`src/rtl/sga_pkg.sv`:
```
// Shared constants and types for the Snake Game serial status transmitter.
// SGA_TX_PARITY_EN adds the PARITY state to the TX FSM encoding.
package sga_pkg;

  localparam int NUM_CHARS = 10;

  localparam logic [7:0] ASC_H  = 8'h48;
  localparam logic [7:0] ASC_A  = 8'h41;
  localparam logic [7:0] ASC_S  = 8'h53;
  localparam logic [7:0] ASC_CR = 8'h0D;
  localparam logic [7:0] ASC_LF = 8'h0A;
  localparam logic [7:0] ASC_0  = 8'h30;
  localparam logic [7:0] ASC_UA = 8'h41;

  typedef enum logic [2:0] {
    S_IDLE   = 3'd0,
    S_START  = 3'd1,
    S_DATA   = 3'd2,
    S_STOP   = 3'd3,
    S_DONE   = 3'd4
`ifdef SGA_TX_PARITY_EN
    , S_PARITY = 3'd5
`endif
  } tx_state_t;

  function automatic logic [7:0] hex_ascii(input logic [3:0] nib);
    if (nib < 4'd10) return ASC_0 + {4'd0, nib};
    else             return ASC_UA + {4'd0, nib} - 8'd10;
  endfunction

endpackage

```
`src/rtl/sga_uart_tx_core.sv`:
```
// Baud divider and bit serialiser: 8N1 by default, 8E1 with SGA_TX_PARITY_EN.
// tx and done are registered so the line never glitches and done follows the stop bit.
module sga_uart_tx_core
  import sga_pkg::*;
#(
  parameter int DIV = 434
) (
  input  logic       clock,
  input  logic       restart_n,
  input  logic [7:0] data,
  input  logic       start,
  output logic       tx,
  output logic       done,
  output logic       busy,
  output logic [2:0] state_dbg
);

  localparam int              CW   = $clog2(DIV);
  localparam logic [CW-1:0]   LAST = CW'(DIV - 1);

  tx_state_t     state, state_nx;
  logic [CW-1:0] baud_cnt;
  logic [2:0]    bit_cnt;
  logic [7:0]    shreg;
  logic          tx_nx;
  logic          tick;
`ifdef SGA_TX_PARITY_EN
  logic          par;
`endif

  assign tick      = (baud_cnt == LAST);
  assign busy      = (state != S_IDLE);
  assign state_dbg = state;

  always_ff @(posedge clock or negedge restart_n) begin
    if (!restart_n) state <= S_IDLE;
    else            state <= state_nx;
  end

  // tx_nx is the line level for the cycle after this one, so the line lags state by one clock.
  always_comb begin
    state_nx = state;
    tx_nx    = 1'b1;
    case (state)
      S_IDLE:  if (start) state_nx = S_START;
      S_START: begin
        tx_nx = 1'b0;
        if (tick) state_nx = S_DATA;
      end
      S_DATA: begin
        tx_nx = shreg[0];
`ifdef SGA_TX_PARITY_EN
        if (tick && bit_cnt == 3'd7) state_nx = S_PARITY;
`else
        if (tick && bit_cnt == 3'd7) state_nx = S_STOP;
`endif
      end
`ifdef SGA_TX_PARITY_EN
      S_PARITY: begin
        tx_nx = par;
        if (tick) state_nx = S_STOP;
      end
`endif
      S_STOP:  if (tick) state_nx = S_DONE;
      S_DONE:  state_nx = S_IDLE;
      default: state_nx = S_IDLE;
    endcase
  end

  always_ff @(posedge clock or negedge restart_n) begin
    if (!restart_n) begin
      tx       <= 1'b1;
      done     <= 1'b0;
      baud_cnt <= '0;
      bit_cnt  <= '0;
      shreg    <= '0;
`ifdef SGA_TX_PARITY_EN
      par      <= 1'b0;
`endif
    end else begin
      tx   <= tx_nx;
      done <= (state == S_DONE);
      // Restarting on every state entry keeps each character aligned to its own start.
      if (state_nx != state || tick) baud_cnt <= '0;
      else if (state != S_IDLE)       baud_cnt <= baud_cnt + 1'b1;
      if (state == S_IDLE && start) begin
        shreg   <= data;
        bit_cnt <= '0;
`ifdef SGA_TX_PARITY_EN
        par     <= ^data;
`endif
      end else if (state == S_DATA && tick) begin
        shreg   <= {1'b0, shreg[7:1]};
        bit_cnt <= bit_cnt + 1'b1;
      end
    end
  end

endmodule

```
`src/rtl/sga_serial_tx.sv`:
```
// Snake Game status transmitter: index counter, snapshot register and ASCII mux
// around the UART core. SGA_TX_PARITY_EN selects 8E1 framing in the core.
module sga_serial_tx
  import sga_pkg::*;
#(
  parameter int CLK_FREQ  = 50000000,
  parameter int BAUD      = 115200,
  parameter int NUM_CHARS = sga_pkg::NUM_CHARS
) (
  input  logic       clock,
  input  logic       restart_n,
  input  logic       comeca_transmissao,
  input  logic       conta_digito,
  input  logic [7:0] head_pos,
  input  logic [7:0] apple_pos,
  input  logic [7:0] size,
  output logic       tx,
  output logic       fim_digito,
  output logic       fim_envio,
  output logic       busy,
  output logic [2:0] db_tx_state
);

  localparam int            DIV      = CLK_FREQ / BAUD;
  localparam int            IW       = $clog2(NUM_CHARS);
  localparam logic [IW-1:0] LAST_IDX = IW'(NUM_CHARS - 1);

  logic [IW-1:0] index;
  logic [7:0]    snap_head, snap_apple, snap_size;
  logic [7:0]    char_data;
  logic          accept;

  assign accept    = comeca_transmissao && !busy;
  assign fim_envio = (index == LAST_IDX);

  always_ff @(posedge clock or negedge restart_n) begin
    if (!restart_n) begin
      index <= '0;
    end else if (conta_digito) begin
      index <= (index == LAST_IDX) ? '0 : index + 1'b1;
    end
  end

  // Character 0 is a constant, so latching on its accept still feeds characters 1..8.
  always_ff @(posedge clock or negedge restart_n) begin
    if (!restart_n) begin
      snap_head  <= '0;
      snap_apple <= '0;
      snap_size  <= '0;
    end else if (accept && index == '0) begin
      snap_head  <= head_pos;
      snap_apple <= apple_pos;
      snap_size  <= size;
    end
  end

  always_comb begin
    char_data = ASC_LF;
    case (int'(index))
      0:       char_data = ASC_H;
      1:       char_data = hex_ascii(snap_head[7:4]);
      2:       char_data = hex_ascii(snap_head[3:0]);
      3:       char_data = ASC_A;
      4:       char_data = hex_ascii(snap_apple[7:4]);
      5:       char_data = hex_ascii(snap_apple[3:0]);
      6:       char_data = ASC_S;
      7:       char_data = hex_ascii(snap_size[7:4]);
      8:       char_data = hex_ascii(snap_size[3:0]);
      9:       char_data = ASC_CR;
      default: char_data = ASC_LF;
    endcase
  end

  sga_uart_tx_core #(
    .DIV (DIV)
  ) u_core (
    .clock     (clock),
    .restart_n (restart_n),
    .data      (char_data),
    .start     (comeca_transmissao),
    .tx        (tx),
    .done      (fim_digito),
    .busy      (busy),
    .state_dbg (db_tx_state)
  );

endmodule

```
`config.mk`:
```
export PLATFORM = sky130hd
export DESIGN_NAME = sga_serial_tx
export DESIGN_NICKNAME = d
export VERILOG_FILES = /design/src/rtl/sga_pkg.sv /design/src/rtl/sga_uart_tx_core.sv /design/src/rtl/sga_serial_tx.sv
export SDC_FILE = /design/constraint.sdc
export NUM_CORES = 1
export LEC_CHECK = 0
export ABC_AREA = 1
export BUFFER_PORTS_ARGS = -buffer_cell sky130_fd_sc_hd__buf_2
export CAP_MARGIN = 5
export CORE_ASPECT_RATIO = 1.1
export CORE_MARGIN = 5
export CORE_UTILIZATION = 53
export DETAILED_ROUTE_END_ITERATION = 6
export PLACE_DENSITY_LB_ADDON = 0.3
export SLEW_MARGIN = 20
export SYNTH_ARGS = -nofsm -noshare
export SYNTH_HDL_FRONTEND = slang
export SYNTH_SLANG_ARGS = --single-unit
```
`constraint.sdc`:
```
create_clock -name clock -period 1.7 [get_ports clock]
set_input_delay 0.17 -clock clock [delete_from_list [all_inputs] [get_ports clock]]
set_output_delay 0.17 -clock clock [all_outputs]
set_load 0.005 [all_outputs]
```
After elaboration in Yosys (flattened, before gate mapping). Cells that the tools add are included.

Bitwise logic cells: 0. Add/sub/neg operators: 21. Equality and inequality tests: 16. Shifts and indexed selects: 0. Muxes and demuxes: 20. Multiply operators: 0. $lt $le $gt $ge: 6. Reductions and logical operators: 12. Div/mod/pow operators: 0.

Operator list (count): one-hot mux 8 bit (10 select lines) (1); two-way mux 8 bit (8); adder 7 x 4 -> 8 bit, first input constant (6); subtractor 8 x 4 -> 8 bit, second input constant (6); adder 6 x 4 -> 7 bit, first input constant (6); < comparator 4 bit, second input constant (6); two-way mux 3 bit (6); two-way mux 9 bit (2); == test 4 x 3 -> 1 bit, second input constant (4); one-hot mux 3 bit (4 select lines) (1); adder 9 x 1 -> 9 bit, second input constant (1); == test 9 bit, second input constant (1); == test 4 x 2 -> 1 bit, second input constant (2); == test 4 bit, second input constant (2); == test 3 x 2 -> 1 bit, second input constant (2); == test 3 bit, second input constant (2); logical AND 1 bit (5); adder 4 x 1 -> 4 bit, second input constant (1); == test 4 x 1 -> 1 bit, second input constant (1); logical NOT 4 bit (1); two-way mux 4 bit (1); nonzero test 2 bit (2); adder 3 x 1 -> 3 bit, second input constant (1); == test 3 x 1 -> 1 bit, second input constant (1); other kinds (6) (6).

Memories: 0. Bits in latches: 0. Bits in registers: 53. Memory bits (writable): 0. Bits in read-only memories: 0.

Depth between registers and ports, before layout.
Depth in word-level cells: 7. Mapped depth: 13. Gate-level depth less buffers: 13.

Modules after synthesis. A second synthesis with hierarchy kept.

Cell total of the unflattened synthesis: 480. Area total of the unflattened synthesis: 3439.5 um^2.

By module, submodules not included: sga_serial_tx (area an instance 2164.6 um^2, instances 1, cells an instance 336, sequential area each 700.7 um^2); sga_uart_tx_core (area an instance 1275.0 um^2, instances 1, cells an instance 144, sequential area each 626.9 um^2).

Least setup slack after synthesis. OpenSTA, ideal clock, no wires.

Path type: reg2reg. Start point: register u_core.baud_cnt[1]. End point: register u_core.shreg[1]. Clock period less this slack: 1.553 ns. Slack: 0.147 ns. Arrival: 1.480 ns. Data required time: 1.627 ns. Stages on the path, launching flop included: 12. Setup time: 0.073 ns. Cell sequence: dfrtp_1 inv_1 ha_1 nand2_1 nor2_1 nand2_2 or2_1 buf_6 nand2_8 buf_12 o22ai_1 a21oi_2.

Word-level cells in the longest chain between the ends: 3.

RTL lines: from (decl) (RTL line sga_uart_tx_core.sv:22) `logic [CW-1:0] baud_cnt;`; from (signal assigned) (RTL line sga_uart_tx_core.sv:85) `else if (state != S_IDLE) baud_cnt <= baud_cnt + 1'b1;`; == test 9 bit (RTL line sga_uart_tx_core.sv:31) `assign tick = (baud_cnt == LAST);`; logical AND 1 bit (RTL line sga_uart_tx_core.sv:92) `end else if (state == S_DATA && tick) begin`; nonzero test 2 bit (no source line); to (signal assigned) (RTL line sga_uart_tx_core.sv:87) `shreg <= data;`; to (signal assigned) (RTL line sga_uart_tx_core.sv:93) `shreg <= {1'b0, shreg[7:1]};`; to (decl) (RTL line sga_uart_tx_core.sv:24) `logic [7:0] shreg;`.

Every way passes these cells. A chain may end at the register's enable or synchronous reset.

Worst setup path after layout.
Start point: register u_core.baud_cnt[1]. End point: register u_core.baud_cnt[2].

Word-level cells in the longest chain between the ends: 7. Elaborated cells on any way between the ends: 12. Classes of those cells: add/sub (1); eq/ne (2); mux (6); reduce/logical (3).

RTL lines: == test 9 bit (RTL line sga_uart_tx_core.sv:31); logical AND 1 bit (RTL line sga_uart_tx_core.sv:55) `if (tick && bit_cnt == 3'd7) state_nx = S_STOP;`; two-way mux 3 bit (RTL line sga_uart_tx_core.sv:55); one-hot mux 3 bit (4 select lines) (RTL line sga_uart_tx_core.sv:44) `case (state)`; != test 3 bit (RTL line sga_uart_tx_core.sv:84) `if (state_nx != state || tick) baud_cnt <= '0;`; logical OR 1 bit (RTL line sga_uart_tx_core.sv:84); two-way mux 9 bit or nonzero test 2 bit (tied branches).

Parallel ways exist; a longest one is shown, timed or not. The select of a mux whose other input is x is not followed.

==> reports/metrics.csv <==
metric;value;unit
status;finished, final reports clean;
wire_per_inst;12.8;µm
power_switching;1.04;mW
place_congestion;0.886;
p_int;2.16;mW
finalHoldViolCount;0;
drt_pre_antenna_iters;4;
drt_wl_total;7220;µm
skew;0.00967;ns
synth_top_family_by_area;simple AND/OR/NAND/NOR gates;
viasPerCell;5.23;
cts_tree;built;
max_cap_violations;0;
coreArea;0.00584;mm²
switching_share;32.6;%
clockPowerShare;31.0;%
area_delta_synth_final;17.9;%
yosysSeqAreaShare;40.6;%
yosys_most_used_dff;dfrtp_1;
yosysWarnings;0;
grt_pass1_wl;12300;µm
initial_utilization;54.9;%
worstPathRequired;1.94;ns
clk_pin_slew;0.10;ns
dieArea;0.00771;mm²
syn_nets;476;
n_fill_cell;515;
power_density;845;mW/mm²
grt_use_total;19.2;%
vias;2937;
grt_pass1_vias;2871;
critPathCaptureType;flip-flop;
cp_max_fo;7;
leakage;1.87;nW
comb_power_share;26.0;%
postLayoutCoreUtil;64.7;%
period_share;97.1;%
final_area;0.00378;mm²
n_antenna_cell;0;
period_minus_slack;1.65;ns
portBuffers;34;
drtIter0Drc;143;
yosysTopAreaCellShare;39.8;%
synth-edff-count;0;
synthSimpleGateAreaFrac;30.6;%
cts.sink_count;52;
crit_type;reg -> reg;
synth-adder-area-share;3.90;%
rsz0062_at_grt;yes;
startpoint_type;flip-flop;
dpl_cell_area;0.00350;mm²
tightestPinTransition;0.485;ns
drc;0;
yosys.area.top_type;dfrtp_1;
synth-compound-area-share;11.5;%
fp.dieW;84.2;µm
clk_latency;0.31;ns
ir_worst_vdd;0.557;mV
synth_cell_type_count;39;
synth-xor-area-share;2.73;%
grt_overflow;0;
seqPwrFrac;43.0;%
rows;29;
grt_max_degree;35;
syn_inst;438;
crit_arrival;1.89;ns
htreeDepth;2;
final-setup-viol-count;0;
antenna_found_initial;0;
dpl.hpwl;5320;µm
avgSynthCellArea;7.32;µm²
clockBufferDepth;2;
syn-cell-area;0.00321;mm²
io_pins;35;
tns;0;ns
hold_class;in -> reg;
ctsRootBufferMaster;clkbuf_8;
drv_slew;0;
fin_ws;0.0501;ns
max_freq;606;MHz
nets;522;
synth-async-reset-ratio;100;%
die_h;91.6;µm
cts_buffers;5;
layout-drive-gt1-share;23.7;%
ys_ff_latch;52;
dp_worst_setup_slack;0.00661;ns
synth_area_leaders;dfrtp_1 40%, nand2_1 14%, inv_1 5.9%;
synthMuxAreaShare;1.01;%
drtAntennaViolNets;0;
maxSlewHeadroom;67.6;%
-- flip-flops by register name (all words and copies together), names as in the netlist --
name	flops
snap_head	8
u_core.state_dbg	3
u_core.bit_cnt	3
u_core.baud_cnt	9
u_core.done	1
snap_apple	8
index	4
snap_size	8
u_core.shreg	7
u_core.tx	1
-- path summary, 6_finish.rpt --
kind	start	endpoint	slack, ns	depth (start not counted)
max	u_core.baud_cnt[1]	u_core.baud_cnt[2]	0.05	12
min	head_pos[3]	snap_head[3]	0.07	3
max reg2reg	u_core.baud_cnt[1]	u_core.baud_cnt[2]	0.05	12
min reg2reg	u_core.bit_cnt[0]	u_core.bit_cnt[0]	0.49	1
max in group asynchronous	restart_n	snap_size[5]	0.75	3
min in group asynchronous	restart_n	u_core.baud_cnt[7]	0.34	2
-- synthesized netlist by cell type, drive strengths merged (9+ instances only) --
| master | number |
|---|---|
| buf | 9 |
| nand3 | 26 |
| dfrtp | 51 |
| nand4 | 9 |
| ha | 10 |
| o21ai | 44 |
| a21oi | 12 |
| nand2 | 125 |
| nor2 | 54 |
| nor3 | 9 |
| inv | 61 |
| xor2 | 9 |
-- area by class of cell --
class                      count  area [µm²]  share of cell area (%)
multi-input combinational    315        1730                    45.7
sequential                    52        1300                    34.5
timing repair buffer          48         290                    7.67
inverter                      62         233                    6.15
tap                           77        96.3                    2.55
clock buffer                   6        72.6                    1.92
clock inverter                 2        60.1                    1.59
-- routing by layer --
metal  part of all wire, %  global-route usage (%)  wire length (µm)
met5                     0                       0                 0
met4                   1.9                    6.84               136
met3                   3.3                    3.62               235
met2                    52                    34.8              3720
met1                    43                    22.5              3120
-- placed cells by master (no fill, tap or decap), types with 2 or more instances in the layout --
master and instances:
xor2_1 9, o21ai_2 2, buf_4 12, nor2_4 8, o2111ai_1 2, nand2_2 8
nor2_2 15, nor3_1 8, nor2_1 31, a21oi_1 11, o21a_1 2, clkbuf_8 5
dfrtp_1 50, inv_2 15, bufinv_16 2, nand2_1 113, o21ai_1 25, o22ai_1 2
buf_2 34, nand2_8 2, nand4_1 9, ha_1 8, nand2_4 2, o21ai_0 17
nand3_1 26, inv_1 46
-- stage by stage --
step,instances,power [mW],hold WS [ns]
after global routing,562,3.39,0.0624
final,562,3.20,0.0683
after global placement,552,2.10,0.149
after CTS,561,3.12,0.0615
after floorplan,438,1.91,-0.126
after detailed placement,552,2.11,0.157
-- timing repair --
item | CTS | global route
pin swaps | 0 | 8
endpoints found under the hold margin | 19 | 0
endpoints found under the setup margin | 7 | 40
setup buffers | 0 | 1
hold buffers | 1 | 0
resized for setup | 1 | 42
-- critical path, stage by stage, from the launching register on --
cell	delay, ns
dfrtp_1	0.42
inv_2	0.09
ha_4	0.13
nand2_1	0.06
nor2_2	0.09
nand2_2	0.10
nand2_2	0.08
nand2_1	0.12
nor2_4	0.15
nand2_2	0.07
nand2_4	0.09
nand2_8	0.08
nor3_2	0.11
-- cells by family (layout without fill, tap and decap cells) --
logic type | after synthesis | in the layout
buffers and inverters | 71 | 118
AND/OR/NAND/NOR | 225 | 225
AO/OA/AOI/OAI | 67 | 67
multiplexers | 3 | 3
XOR/XNOR | 10 | 10
adder cells (fa/ha/maj) | 10 | 10
flip-flops | 52 | 52
-- power by group through the flow --
stage,Combinational (mW),Clock (mW),Sequential (mW)
2_1_floorplan,0.560,0,1.35
3_3_place_gp,0.717,0,1.38
3_5_place_dp,0.729,0,1.38
4_1_cts,0.741,1.02,1.36
5_1_grt,0.927,1.08,1.38
6_report,0.831,0.993,1.37
No activity file was read; power rests on OpenSTA's default activity.
